===== config.mk =====
export PLATFORM = sky130hd
export DESIGN_NAME = uart_tx_scheduler
export DESIGN_NICKNAME = d
export VERILOG_FILES = /design/src/rtl/uart_ctrl_pkg.sv /design/src/rtl/uart_tx_scheduler_rr_arbiter.sv /design/src/rtl/uart_tx_scheduler.sv
export SDC_FILE = /design/constraint.sdc
export NUM_CORES = 1
export LEC_CHECK = 0
export CAP_MARGIN = 20
export CORE_UTILIZATION = 54
export CTS_CLUSTER_SIZE = 40
export DETAILED_ROUTE_END_ITERATION = 10
export GPL_ROUTABILITY_DRIVEN = 0
export PLACE_DENSITY = 0.84
export SYNTH_ARGS = -nofsm -noshare
export SYNTH_HDL_FRONTEND = slang
export SYNTH_HIERARCHICAL = 1
export SYNTH_SLANG_ARGS = --single-unit
export TNS_END_PERCENT = 100

===== constraint.sdc =====
create_clock -name clk -period 3.2 [get_ports clk]
set_input_delay 0.32 -clock clk [delete_from_list [all_inputs] [get_ports clk]]
set_output_delay 0.32 -clock clk [all_outputs]
set_load 0.1 [all_outputs]

===== src/rtl/uart_ctrl_pkg.sv =====
// Shared types and parameter defaults for the UART transmit scheduler.
package uart_ctrl_pkg;

  typedef enum logic [2:0] {
    S_IDLE,
    S_LOAD,
    S_START,
    S_WAIT_ACK,
    S_WAIT_DONE,
    S_GAP
  } state_e;

  localparam int unsigned GAP_CYCLES_DEFAULT  = 16;
  localparam int unsigned ACK_TIMEOUT_DEFAULT = 8;

endpackage


===== src/rtl/uart_tx_scheduler_rr_arbiter.sv =====
// Combinational round-robin pick: first requester found after last_grant, wrapping.
module rr_arbiter #(
  parameter int unsigned NUM_REQ = 4
) (
  input  logic [NUM_REQ-1:0]         req,
  input  logic [$clog2(NUM_REQ)-1:0] last_grant,
  output logic [$clog2(NUM_REQ)-1:0] winner,
  output logic                       valid
);
  localparam int unsigned ID_W = $clog2(NUM_REQ);
  localparam logic [ID_W:0] NUM_W = (ID_W + 1)'(NUM_REQ);

  logic [ID_W:0]   sum;
  logic [ID_W-1:0] pick;

  // Walk from the farthest candidate back to the nearest so the nearest wins.
  always_comb begin
    winner = '0;
    valid  = 1'b0;
    sum    = '0;
    pick   = '0;
    for (int k = NUM_REQ; k >= 1; k--) begin
      sum  = {1'b0, last_grant} + (ID_W + 1)'(k);
      pick = (sum >= NUM_W) ? ID_W'(sum - NUM_W) : sum[ID_W-1:0];
      if (req[pick]) begin
        winner = pick;
        valid  = 1'b1;
      end
    end
  end

endmodule


===== src/rtl/uart_tx_scheduler.sv =====
// Shares one UART transmitter among NUM_REQ byte requesters: round-robin grant,
// start pulse, acknowledge timeout and an enforced inter-frame gap.
module uart_tx_scheduler
  import uart_ctrl_pkg::*;
#(
  parameter int unsigned NUM_REQ     = 4,
  parameter int unsigned GAP_CYCLES  = GAP_CYCLES_DEFAULT,
  parameter int unsigned ACK_TIMEOUT = ACK_TIMEOUT_DEFAULT
) (
  input  logic                       clk,
  input  logic                       reset,
  input  logic [NUM_REQ-1:0]         req,
  input  logic [8*NUM_REQ-1:0]       req_data,
  output logic [NUM_REQ-1:0]         gnt,
  output logic [7:0]                 tx_data,
  output logic                       tx_start,
  input  logic                       tx_busy,
  output logic [$clog2(NUM_REQ)-1:0] cur_id,
  output logic                       active,
  output logic                       err_timeout
);
  localparam int unsigned ID_W = $clog2(NUM_REQ);
  // A zero-length gap still spends one clock in GAP.
  localparam logic [15:0] GAP_LAST = (GAP_CYCLES == 0) ? 16'd0 : 16'(GAP_CYCLES - 1);
  localparam logic [7:0]  ACK_LAST = 8'(ACK_TIMEOUT - 1);

  state_e             state_q, state_d;
  logic [ID_W-1:0]    last_grant_q, last_grant_d;
  logic [ID_W-1:0]    cur_id_q, cur_id_d;
  logic [7:0]         tx_data_q, tx_data_d;
  logic [7:0]         ack_cnt_q, ack_cnt_d;
  logic [15:0]        gap_cnt_q, gap_cnt_d;
  logic [NUM_REQ-1:0] gnt_q, gnt_d;
  logic               tx_start_q, tx_start_d;
  logic               err_q, err_d;
  logic               active_q, active_d;
  logic [ID_W-1:0]    winner;
  logic               win_valid;

  rr_arbiter #(.NUM_REQ(NUM_REQ)) u_arb (
    .req       (req),
    .last_grant(last_grant_q),
    .winner    (winner),
    .valid     (win_valid)
  );

  always_comb begin
    // NOTE: every _d starts from its hold/idle value so no branch can infer a latch.
    state_d      = state_q;
    last_grant_d = last_grant_q;
    cur_id_d     = cur_id_q;
    tx_data_d    = tx_data_q;
    ack_cnt_d    = ack_cnt_q;
    gap_cnt_d    = gap_cnt_q;
    gnt_d        = '0;
    tx_start_d   = 1'b0;
    err_d        = 1'b0;

    unique case (state_q)
      S_IDLE: begin
        if (win_valid && !tx_busy) begin
          state_d        = S_LOAD;
          gnt_d[winner]  = 1'b1;
          tx_data_d      = req_data[{winner, 3'b000} +: 8];
          cur_id_d       = winner;
          last_grant_d   = winner;
        end
      end
      S_LOAD: begin
        state_d    = S_START;
        tx_start_d = 1'b1;
      end
      S_START: begin
        state_d   = S_WAIT_ACK;
        ack_cnt_d = '0;
      end
      S_WAIT_ACK: begin
        if (tx_busy) begin
          state_d = S_WAIT_DONE;
        end else if (ack_cnt_q == ACK_LAST) begin
          state_d   = S_GAP;
          err_d     = 1'b1;
          gap_cnt_d = '0;
        end else begin
          ack_cnt_d = ack_cnt_q + 8'd1;
        end
      end
      S_WAIT_DONE: begin
        if (!tx_busy) begin
          state_d   = S_GAP;
          gap_cnt_d = '0;
        end
      end
      S_GAP: begin
        if (gap_cnt_q == GAP_LAST) state_d = S_IDLE;
        else                       gap_cnt_d = gap_cnt_q + 16'd1;
      end
      default: state_d = S_IDLE;
    endcase

    active_d = (state_d != S_IDLE);
  end

  always_ff @(posedge clk) begin
    // NOTE: state is updated with non-blocking assignments so every flop sees pre-edge values.
    if (reset) begin
      state_q      <= S_IDLE;
      last_grant_q <= ID_W'(NUM_REQ - 1);
      cur_id_q     <= '0;
      tx_data_q    <= '0;
      ack_cnt_q    <= '0;
      gap_cnt_q    <= '0;
      gnt_q        <= '0;
      tx_start_q   <= 1'b0;
      err_q        <= 1'b0;
      active_q     <= 1'b0;
    end else begin
      state_q      <= state_d;
      last_grant_q <= last_grant_d;
      cur_id_q     <= cur_id_d;
      tx_data_q    <= tx_data_d;
      ack_cnt_q    <= ack_cnt_d;
      gap_cnt_q    <= gap_cnt_d;
      gnt_q        <= gnt_d;
      tx_start_q   <= tx_start_d;
      err_q        <= err_d;
      active_q     <= active_d;
    end
  end

  assign gnt         = gnt_q;
  assign tx_data     = tx_data_q;
  assign tx_start    = tx_start_q;
  assign cur_id      = cur_id_q;
  assign active      = active_q;
  assign err_timeout = err_q;

endmodule


Word-level counts from Yosys, hierarchy flattened
Cells that the tools add are included.
{"block": "classes", "mux": 38, "n_eq_ne": 12, "mul": 0, "n_addsub": 10, "n_bitwise": 3, "n_reduce_logical": 12, "div": 0, "shifts": 1, "n_lt_le_gt_ge": 10}
{"cell": "$mux 16", "count": 4}
{"cell": "$pmux 16 s3", "count": 1}
{"cell": "$shiftx 32x6->8", "count": 1}
{"cell": "$pmux 3 s6", "count": 1}
{"cell": "$add 16x1->16 const B", "count": 1}
{"cell": "$eq 16x4->1 const B", "count": 1}
{"cell": "$mux 2", "count": 8}
{"cell": "$mux 8", "count": 2}
{"cell": "$pmux 8 s2", "count": 1}
{"cell": "$lt 2x3->1 const B", "count": 5}
{"cell": "$mux 3", "count": 5}
{"cell": "$ge 3x3->1 const B", "count": 4}
{"cell": "$mux 1", "count": 11}
{"cell": "$ne 2x2->1 const B", "count": 5}
{"cell": "$add 8x1->8 const B", "count": 1}
{"cell": "$bmux 1 s2", "count": 4}
{"cell": "$eq 8x3->1 const B", "count": 1}
{"cell": "$sub 2x1->2 const B", "count": 4}
{"cell": "$add 2x2->3 const B", "count": 2}
{"cell": "$eq 3x2->1 const B", "count": 2}
{"cell": "$eq 3x3->1 const B", "count": 2}
{"cell": "$reduce_bool 3->1", "count": 2}
{"cell": "$reduce_or 3->1", "count": 2}
{"cell": "$reduce_and 5->1", "count": 1}
{"cell": "other kinds (12)", "count": 15}
{"block": "totals", "n_memories": 0, "mem_bits_rw": 0, "reg_bits": 46, "latch_bits": 0, "word_cells": 96, "romBits": 0, "inputBits": 39}

Depth between registers and ports, before layout
Gate-level depths: netlist of run 1.
{"block": "depth", "word_depth": 13, "ltp_mapped": 8, "ltp_nobuf": 6}

Cells and area by module
Netlist of run 1, hierarchy kept.
{"module": "uart_tx_scheduler", "area_per_inst_um2": 2358.5, "cells_per_inst": 261, "n_inst": 1, "seq_area_each_um2": 920.9}
{"module": "rr_arbiter", "area_per_inst_um2": 91.3, "cells_per_inst": 14, "n_inst": 1, "seq_area_each_um2": 0.0}

Worst setup path after synthesis of run 1
No wires, ideal clock.
{"block": "synth_timing", "path_kind": "register to register", "start": "reg last_grant_q[1]", "end": "reg tx_data_q[2], in the netlist tx_data[2]", "arrival_ns": 1.770, "path_buffers": 1, "setup_slack_ns": 1.298, "path_stages_with_launch": 8, "required_ns": 3.068, "period_less_slack_ns": 1.902, "cell_sequence": "dfxtp_1 nand2b_1 a21oi_2 o221ai_2 buf_2 mux4_2 nand2_1 a21oi_1"}
{"item": "start: declaration", "line": "uart_tx_scheduler.sv:28", "source": "logic [ID_W-1:0] last_grant_q, last_grant_d;"}
{"item": "start signal: assignment", "line": "uart_tx_scheduler.sv:108", "source": "last_grant_q <= ID_W'(NUM_REQ - 1);"}
{"item": "start signal: assignment", "line": "uart_tx_scheduler.sv:119", "source": "last_grant_q <= last_grant_d;"}
{"item": "$add 2x3->3", "line": "uart_tx_scheduler_rr_arbiter.sv:23", "source": "sum = {1'b0, last_grant} + (ID_W + 1)'(k);"}
{"item": "$ge 3x3->1 / $sub 2x1->2 (equally long branches)", "line": "uart_tx_scheduler_rr_arbiter.sv:24", "source": "pick = (sum >= NUM_W) ? ID_W'(sum - NUM_W) : sum[ID_W-1:0];"}
{"item": "$mux 2", "line": "uart_tx_scheduler_rr_arbiter.sv:24"}
{"item": "$bmux 1 s2", "line": "uart_tx_scheduler_rr_arbiter.sv:25", "source": "if (req[pick]) begin"}
{"item": "$mux 1 (implied by the code)", "line": "uart_tx_scheduler_rr_arbiter.sv:25"}
{"item": "$mux 2 (3 in series)", "line": "uart_tx_scheduler_rr_arbiter.sv:25"}
{"item": "$mux 2 (*)", "line": "uart_tx_scheduler_rr_arbiter.sv:25"}
{"item": "named net winner[0]", "line": "uart_tx_scheduler.sv:37", "source": "logic [ID_W-1:0] winner;"}
{"item": "$shiftx 32x6->8 (*)", "line": "uart_tx_scheduler.sv:64", "source": "tx_data_d = req_data[{winner, 3'b000} +: 8];"}
{"item": "end signal: assignment", "line": "uart_tx_scheduler.sv:121", "source": "tx_data_q <= tx_data_d;"}
{"item": "end: declaration", "line": "uart_tx_scheduler.sv:30", "source": "logic [7:0] tx_data_q, tx_data_d;"}
Mark *: on every way through the listed nets, which the timed path passes. The rest lies on a longest branch. The select of a mux whose other input is x is not followed.
A chain may end at the register's enable or synchronous reset.

Final worst setup path of run 1
{"block": "layout_timing", "start": "reg ack_cnt_q[0]", "end": "reg gap_cnt_q[7]"}
{"block": "layout_via", "elab_chain_len": 3}
{"item": "start: declaration", "line": "uart_tx_scheduler.sv:31", "source": "logic [7:0] ack_cnt_q, ack_cnt_d;"}
{"item": "start signal: assignment", "line": "uart_tx_scheduler.sv:122", "source": "ack_cnt_q <= ack_cnt_d;"}
{"item": "$eq 8x3->1", "line": "uart_tx_scheduler.sv:80", "source": "end else if (ack_cnt_q == ACK_LAST) begin"}
{"item": "$ne 2x2->1 (no source line)"}
{"item": "$reduce_and 5->1 (no source line)"}
{"item": "end signal: assignment", "line": "uart_tx_scheduler.sv:123", "source": "gap_cnt_q <= gap_cnt_d;"}
{"item": "end: declaration", "line": "uart_tx_scheduler.sv:32", "source": "logic [15:0] gap_cnt_q, gap_cnt_d;"}
Every way passes these cells.

==> results of run 1 <==
[logic make-up (layout without fill, tap and decap cells)]
kind of cell / Yosys count / in the layout / share of synthesized area [%]
adders and majority gates: 2 / 2 / 1.021
buffers and inverters: 25 / 74 / 6.435
xor gates and xnor gates: 6 / 6 / 2.145
AOI/OAI and AO/OA: 65 / 65 / 18.64
DFF: 46 / 46 / 37.59
muxes: 15 / 15 / 10.21
and+or+nand+nor: 116 / 116 / 23.95
[layout by cell type (no fill, tap or decap), types with 2 or more instances in the layout]
| master | Yosys | final |
|---|---|---|
| dfxtp_1 | 46 | 46 |
| and2b_1 | 2 | 2 |
| nor3_1 | 4 | 4 |
| nand4_1 | 10 | 10 |
| nand2_1 | 47 | 47 |
| mux2i_1 | 7 | 7 |
| mux4_2 | 8 | 8 |
| nor2_1 | 14 | 14 |
| or3_1 | 3 | 3 |
| a21o_1 | 3 | 3 |
| o21ai_0 | 4 | 4 |
| nor4b_1 | 3 | 3 |
| xor2_1 | 4 | 4 |
| nor4_1 | 4 | 4 |
| a211oi_1 | 2 | 2 |
| clkdlybuf4s50_1 | 0 | 55 |
| buf_4 | 3 | 4 |
| clkbuf_8 | 2 | 5 |
| o21ai_1 | 3 | 3 |
| inv_1 | 7 | 7 |
| ha_1 | 2 | 2 |
| or2_2 | 2 | 2 |
| o2111ai_1 | 4 | 4 |
| a21oi_1 | 28 | 28 |
| xnor2_1 | 2 | 2 |
| nand2b_1 | 7 | 7 |
| a31oi_1 | 3 | 3 |
| and3_1 | 2 | 2 |
| nand3_1 | 10 | 10 |
| a22oi_1 | 2 | 2 |
| a2111o_1 | 8 | 8 |
[per-stage QoR]
stage / power [mW] / setup WS [ns] / utilization, % / cell area (um^2) / instances
floorplan: 0.8972 / 1.298 / - / 2450 / 275
global placement: 0.9944 / 0.6310 / 68.07 / 2964 / 368
detailed placement: 1.001 / 0.5775 / 68.07 / 2964 / 368
CTS: 1.346 / 0.8929 / 70.06 / 3050 / 376
global route: 1.393 / 0.7267 / 70.06 / 3050 / 376
finish: 1.340 / 0.8948 / 70.06 / 3050 / 376
[routing by layer]
metal / wire length (um) / part of all wire, % / up-vias / GRT usage [%]
met5: 0 / 0 / - / 0
met4: 65 / 1.2 / 0 / 7.937
met3: 438 / 8.2 / 7 / 7.994
met2: 2540 / 48 / 71 / 37.11
met1: 2266 / 43 / 1048 / 27.10
li1: - / - / 1103 / -
[sequential cells by signal (all words and copies together), names as in the netlist]
name and count:
gap_cnt_q 16, ack_cnt_q 8, tx_data 8, gnt 4, state_q 3, cur_id 2
last_grant_q 2, active 1, err_timeout 1, tx_start 1
[synth_stat cells, drive strengths merged, types with 2 or more instances]
library cell	instances	area, um^2
nor2	14	52.55
inv	7	26.28
a21oi	29	148.9
dfxtp	46	920.9
clkbuf	8	50.05
o2111ai	4	35.03
or2	2	12.51
mux2i	7	70.07
nand3	11	60.06
buf	10	81.32
nor4b	3	26.28
ha	2	25.02
nand2b	7	43.79
nand2	47	176.4
a2111o	8	90.09
and3	2	12.51
nor3	4	20.02
mux4	8	180.2
xor2	4	35.03
and2b	2	15.01
nor4	4	25.02
xnor2	2	17.52
a211oi	2	15.01
a22oi	2	15.01
or3	3	18.77
nand4	10	62.56
a31oi	3	18.77
o21ai	8	43.79
a21o	4	31.28
[final timing paths]
kind / to
max: gap_cnt_q[7]
min: tx_data[7]
min reg2reg: tx_data[7]
max reg2reg: gap_cnt_q[7]
[worst max-delay path: stages (launching register included)]
cell and delay (ns):
dfxtp_1 0.39, ha_1 0.26, and4bb_1 0.27, a32o_2 0.21, nand2_1 0.45, a211oi_1 0.42, mux2i_1 0.22
[final cells by class]
class / count / area [um^2]
sequential: 46 / 920.9
clock inverter: 2 / 13.76
inverter: 7 / 26.28
multi-input combinational: 204 / 1371
timing repair buffer: 59 / 580.6
fill: 345 / 1304
tap: 52 / 65.06
clock buffer: 6 / 72.57
[power breakdown]
group	leakage [nW]	total [mW]	internal, mW	switching (mW)
combinational	0.641	0.370	0.140	0.230
sequential	0.373	0.618	0.597	0.0214
clock	0.0452	0.352	0.154	0.198
==> metrics.txt, run 1 <==
CP required=3.43 ns; Antenna diodes=0; 1st-iter DRT viols=89; final hold violation count=0; synthesis-stage register bit count=46; Yosys cell types=50; Avg Vias per Cell=5.928; clock root cell=clkbuf_8; Post-CTS Resized=0; crit path launch type=register; FF-to-FF path depth=6; Worst Max-Slew Pin Slew=0.9998 ns; Ports=56; layout cell share with drive strength beyond 1=8.642%; hold_ws=0.4579 ns; max cap viols=0; area grow syn2layout=24.51%; Avg WL per Cell=14.13 um; setup TNS=0 ns; RSZ-0062 raised after global routing=no; Die X=69.36 um; sequential-to-total area share from yosys stat=37.59%; H-tree levels=2; min-delay worst type=register to register; top_reg_cell synth=dfxtp_1; clk buf depth=2; initial antenna violation count=0; Crit. Startpoint=ack_cnt_q[0]; CTS tree=yes; GRT overflow=0; Port Buf Inserts=55; max-slew violation count=0; placed wire-length estimate=3878 um; Static Leak=1.059 nW; clock sink count=46; Die ar.=0.004810 mm^2; Worst-Skew Late Latency=0.30 ns; CTS Buf Count=5; cts hold-fix bufs=0; Setup Buffers After CTS=0; Post-synth EDFFs=0; core area=0.004354 mm^2; crit path capture type=register; Final period util=72.04%; Reg clk slew, reported paths=0.09 ns; post-route ant nets=0; Worst Skew=0.008124 ns; largest net degree at the start of global routing=26; Critical Path Fanout Max=23; Mapped Cells=275; status=finished clean; Period minus WS final=2.305 ns; FF-to-FF Start=ack_cnt_q[0]; Max Clock Freq=433.8 MHz; Rel. slew slack=33.14%; first-pass GRT wire length=8907 um; reg2reg setup slack=0.89 ns; # rows=24; Peak VDD IR=0.0002405 V; die height=69.36 um; min-delay src=tx_data[7]; Avg Synthesized Cell Area=8.909 um^2; Final setup viols=0; Detailed Route WL=5311 um; Initial Util=56.26%; first drt pass iteration count=4; CP Class=register to register; detailed-route via count=2229; Yosys Warn Count=6; Post-layout nets=364; Synth async-reset ratio=0%; WHS Path Cells=2; Post-Syn Area=0.002450 mm^2; GRT Util Overall=22.51%; vias in the first global route=2059; worst path arrival time=2.54 ns; Net Count, Synth=316; pwr/cell area=439.3 mW/mm^2; DR DRC count=0
Note: power is estimated with default switching activity, not from simulation.
==> run 2, diff against run 1 <==
--- a/config.mk
+++ b/config.mk
@@ -6,11 +6,11 @@
 export NUM_CORES = 1
 export LEC_CHECK = 0
 export CAP_MARGIN = 20
-export CORE_UTILIZATION = 54
+export CORE_UTILIZATION = 45
 export CTS_CLUSTER_SIZE = 40
 export DETAILED_ROUTE_END_ITERATION = 10
 export GPL_ROUTABILITY_DRIVEN = 0
-export PLACE_DENSITY = 0.84
+export PLACE_DENSITY = 0.75
 export SYNTH_ARGS = -nofsm -noshare
 export SYNTH_HDL_FRONTEND = slang
 export SYNTH_HIERARCHICAL = 1
==> constraint.sdc (replaced) <==
create_clock -name clk -period 1.88 [get_ports clk]
set_input_delay 0.188 -clock clk [delete_from_list [all_inputs] [get_ports clk]]
set_output_delay 0.188 -clock clk [all_outputs]
set_load 0.1 [all_outputs]
==> run 2 against run 1 <==
Net effect:
- count of clock-buffer cells in the layout rose by 1
- clock skew barely moved
- flip-flop and latch count did not move
- die area rose by 19%
- sequential share of layout area fell by 2.0 points
- non-clock buffer count rose by 21
- wire length rose by 10%
- critical endpoint is now gap_cnt_q[12]
- largest power group unchanged
- highest routed layer unchanged
==> metrics.txt, run 2 (synthesis gave the netlist of run 1 again) <==
placed wire-length estimate=4444 um (was 3878 um); worst slack, placed=-0.1978 ns (was 0.5775 ns); Filler Cell Count=446 (was 345); cts hold-fix bufs=0 (unchanged); Detailed Route WL=5861 um (was 5311 um); max cap viols=0 (unchanged); Worst-Skew Late Latency=0.31 ns (was 0.30 ns); DR DRC count=0 (unchanged); Critical Path Fanout Max=9 (was 23); core area=0.005172 mm^2 (was 0.004354 mm^2); Worst Setup Slack, final=0.08119 ns (was 0.8948 ns); die height=75.79 um (was 69.36 um); Antenna diodes=0 (unchanged); H-tree levels=2 (unchanged); Peak VDD IR=0.0003769 V (was 0.0002405 V); Avg Vias per Cell=5.600 (was 5.928); Reg clk slew, reported paths=0.09 ns (about the same); Rel. slew slack=60.39% (was 33.14%); Final setup viols=0 (unchanged); most common cell after layout, fill and taps aside=nand2_1 (was clkdlybuf4s50_1); status=finished clean (unchanged); crit path launch type=register (unchanged); Worst path max stage delay=0.36 ns (was 0.45 ns); initial antenna violation count=0 (unchanged); most frequent cells in the layout=nand2_1, dfxtp_1, buf_4 (was clkdlybuf4s50_1, nand2_1, dfxtp_1); Final period util=95.68% (was 72.04%); detailed-route via count=2324 (was 2229); first-pass GRT wire length=9694 um (was 8907 um); pwr/cell area=735.5 mW/mm^2 (was 439.3 mW/mm^2); Die X=75.79 um (was 69.36 um); Post-layout nets=385 (was 364); 1st-iter DRT viols=136 (was 89); Worst Max-Slew Pin Slew=0.5879 ns (was 0.9998 ns); Static Leak=1.218 nW (was 1.059 nW); GRT overflow=0 (unchanged); Max Clock Freq=555.9 MHz (was 433.8 MHz); Largest Register=gap_cnt_q (unchanged); Slowest cell on crit path=a2111o_1 (was nand2_1); area grow syn2layout=33.81% (was 24.51%); CP required=2.12 ns (was 3.43 ns); final hold violation count=0 (unchanged); Initial Util=47.36% (was 56.26%); min-delay worst type=register to register (unchanged); CP Class=register to register (unchanged); largest net degree at the start of global routing=24 (was 26); Worst Skew=0.008086 ns (was 0.008124 ns); Ports=56 (unchanged); CTS tree=yes (unchanged); clk buf depth=2 (unchanged); crit path capture type=register (unchanged); layout cell share with drive strength beyond 1=22.03% (was 8.642%); Die ar.=0.005743 mm^2 (was 0.004810 mm^2); Overall Power=2.411 mW (was 1.340 mW); hold_ws=0.4583 ns (was 0.4579 ns); post-route ant nets=0 (unchanged); Avg WL per Cell=14.12 um (was 14.13 um); Largest register FFs=16 (unchanged); CTS Buf Count=5 (unchanged); crit path cell chain=ha_2 -> and4bb_1 -> a32o_2 -> a21o_4 -> a2111o_1 -> o21ai_2 (was ha_1 -> and4bb_1 -> a32o_2 -> nand2_1 -> a211oi_1 -> mux2i_1); first drt pass iteration count=4 (unchanged); worst path arrival time=2.04 ns (was 2.54 ns); vias in the first global route=2244 (was 2059); setup TNS=0 ns (unchanged); # rows=26 (was 24); max-slew violation count=0 (unchanged); clock sink count=46 (unchanged); GRT Util Overall=22.23% (was 22.51%); clock root cell=clkbuf_8 (unchanged); Period minus WS final=1.799 ns (was 2.305 ns); Port Buf Inserts=55 (unchanged)
==> run 2: report_power, final <==
part,leakage (nW),switching [mW],internal (mW)
Sequential,0.374,0.0320,1.02
Clock,0.0544,0.349,0.337
Combinational,0.790,0.409,0.268
==> run 2: cell type report <==
class	instances	area [um^2]	area share, %
timing repair buffer	80	733.2	22.37
clock buffer	7	96.34	2.939
multi-input combinational	204	1401	42.75
inverter	7	26.28	0.8015
sequential	46	924.6	28.21
tap	70	87.58	2.672
clock inverter	1	8.758	0.2672
==> run 2: worst paths after layout <==
| path | start | endpoint | slack (ns) | cells after the start |
|---|---|---|---|---|
| max | ack_cnt_q[0] | gap_cnt_q[12] | 0.08 | 6 |
| min | tx_data[3] | tx_data[3] | 0.46 | 2 |
| max reg2reg | ack_cnt_q[0] | gap_cnt_q[12] | 0.08 | 6 |
| min reg2reg | tx_data[3] | tx_data[3] | 0.46 | 2 |
==> run 2: what timing repair did <==
action | CTS | global route
buffers inserted | 0 | 0
gates resized for setup | 0 | 10
endpoints found under the setup margin | 0 | 23
==> run 2: through the flow <==
step	cells	utilization, %	instance area, um^2
global route	415	63.38	3278
floorplan	275	-	2452
finish	415	63.38	3278
CTS	415	62.72	3244
global placement	407	60.69	3139
detailed placement	407	60.69	3139
==> run 2: critical path, delay by kind of cell (launching register included) <==
family | cells | cell delay (ns)
compound gates | 4 | 0.98
flops | 1 | 0.33
simple gates | 1 | 0.24
fa+ha+maj | 1 | 0.18
==> run 2: per-layer routing <==
metal / vias up / wire length [um] / share of wire [%] / track usage [%]
li1: 1150 / - / - / -
met2: 80 / 2867 / 49 / 38.94
met1: 1084 / 2473 / 42 / 26.00
met4: 0 / 111 / 1.9 / 8.848
met5: - / 0 / 0 / 0
met3: 10 / 409 / 7.0 / 5.423
==> run 3, diff against run 2 <==
--- a/config.mk
+++ b/config.mk
@@ -5,6 +5,7 @@
 export SDC_FILE = /design/constraint.sdc
 export NUM_CORES = 1
 export LEC_CHECK = 0
+export ABC_CLOCK_PERIOD_IN_PS = 1880
 export CAP_MARGIN = 20
 export CORE_UTILIZATION = 45
 export CTS_CLUSTER_SIZE = 40
==> results of run 3 <==
Same layout as run 2: the final DEF is identical, and so are final timing and power.
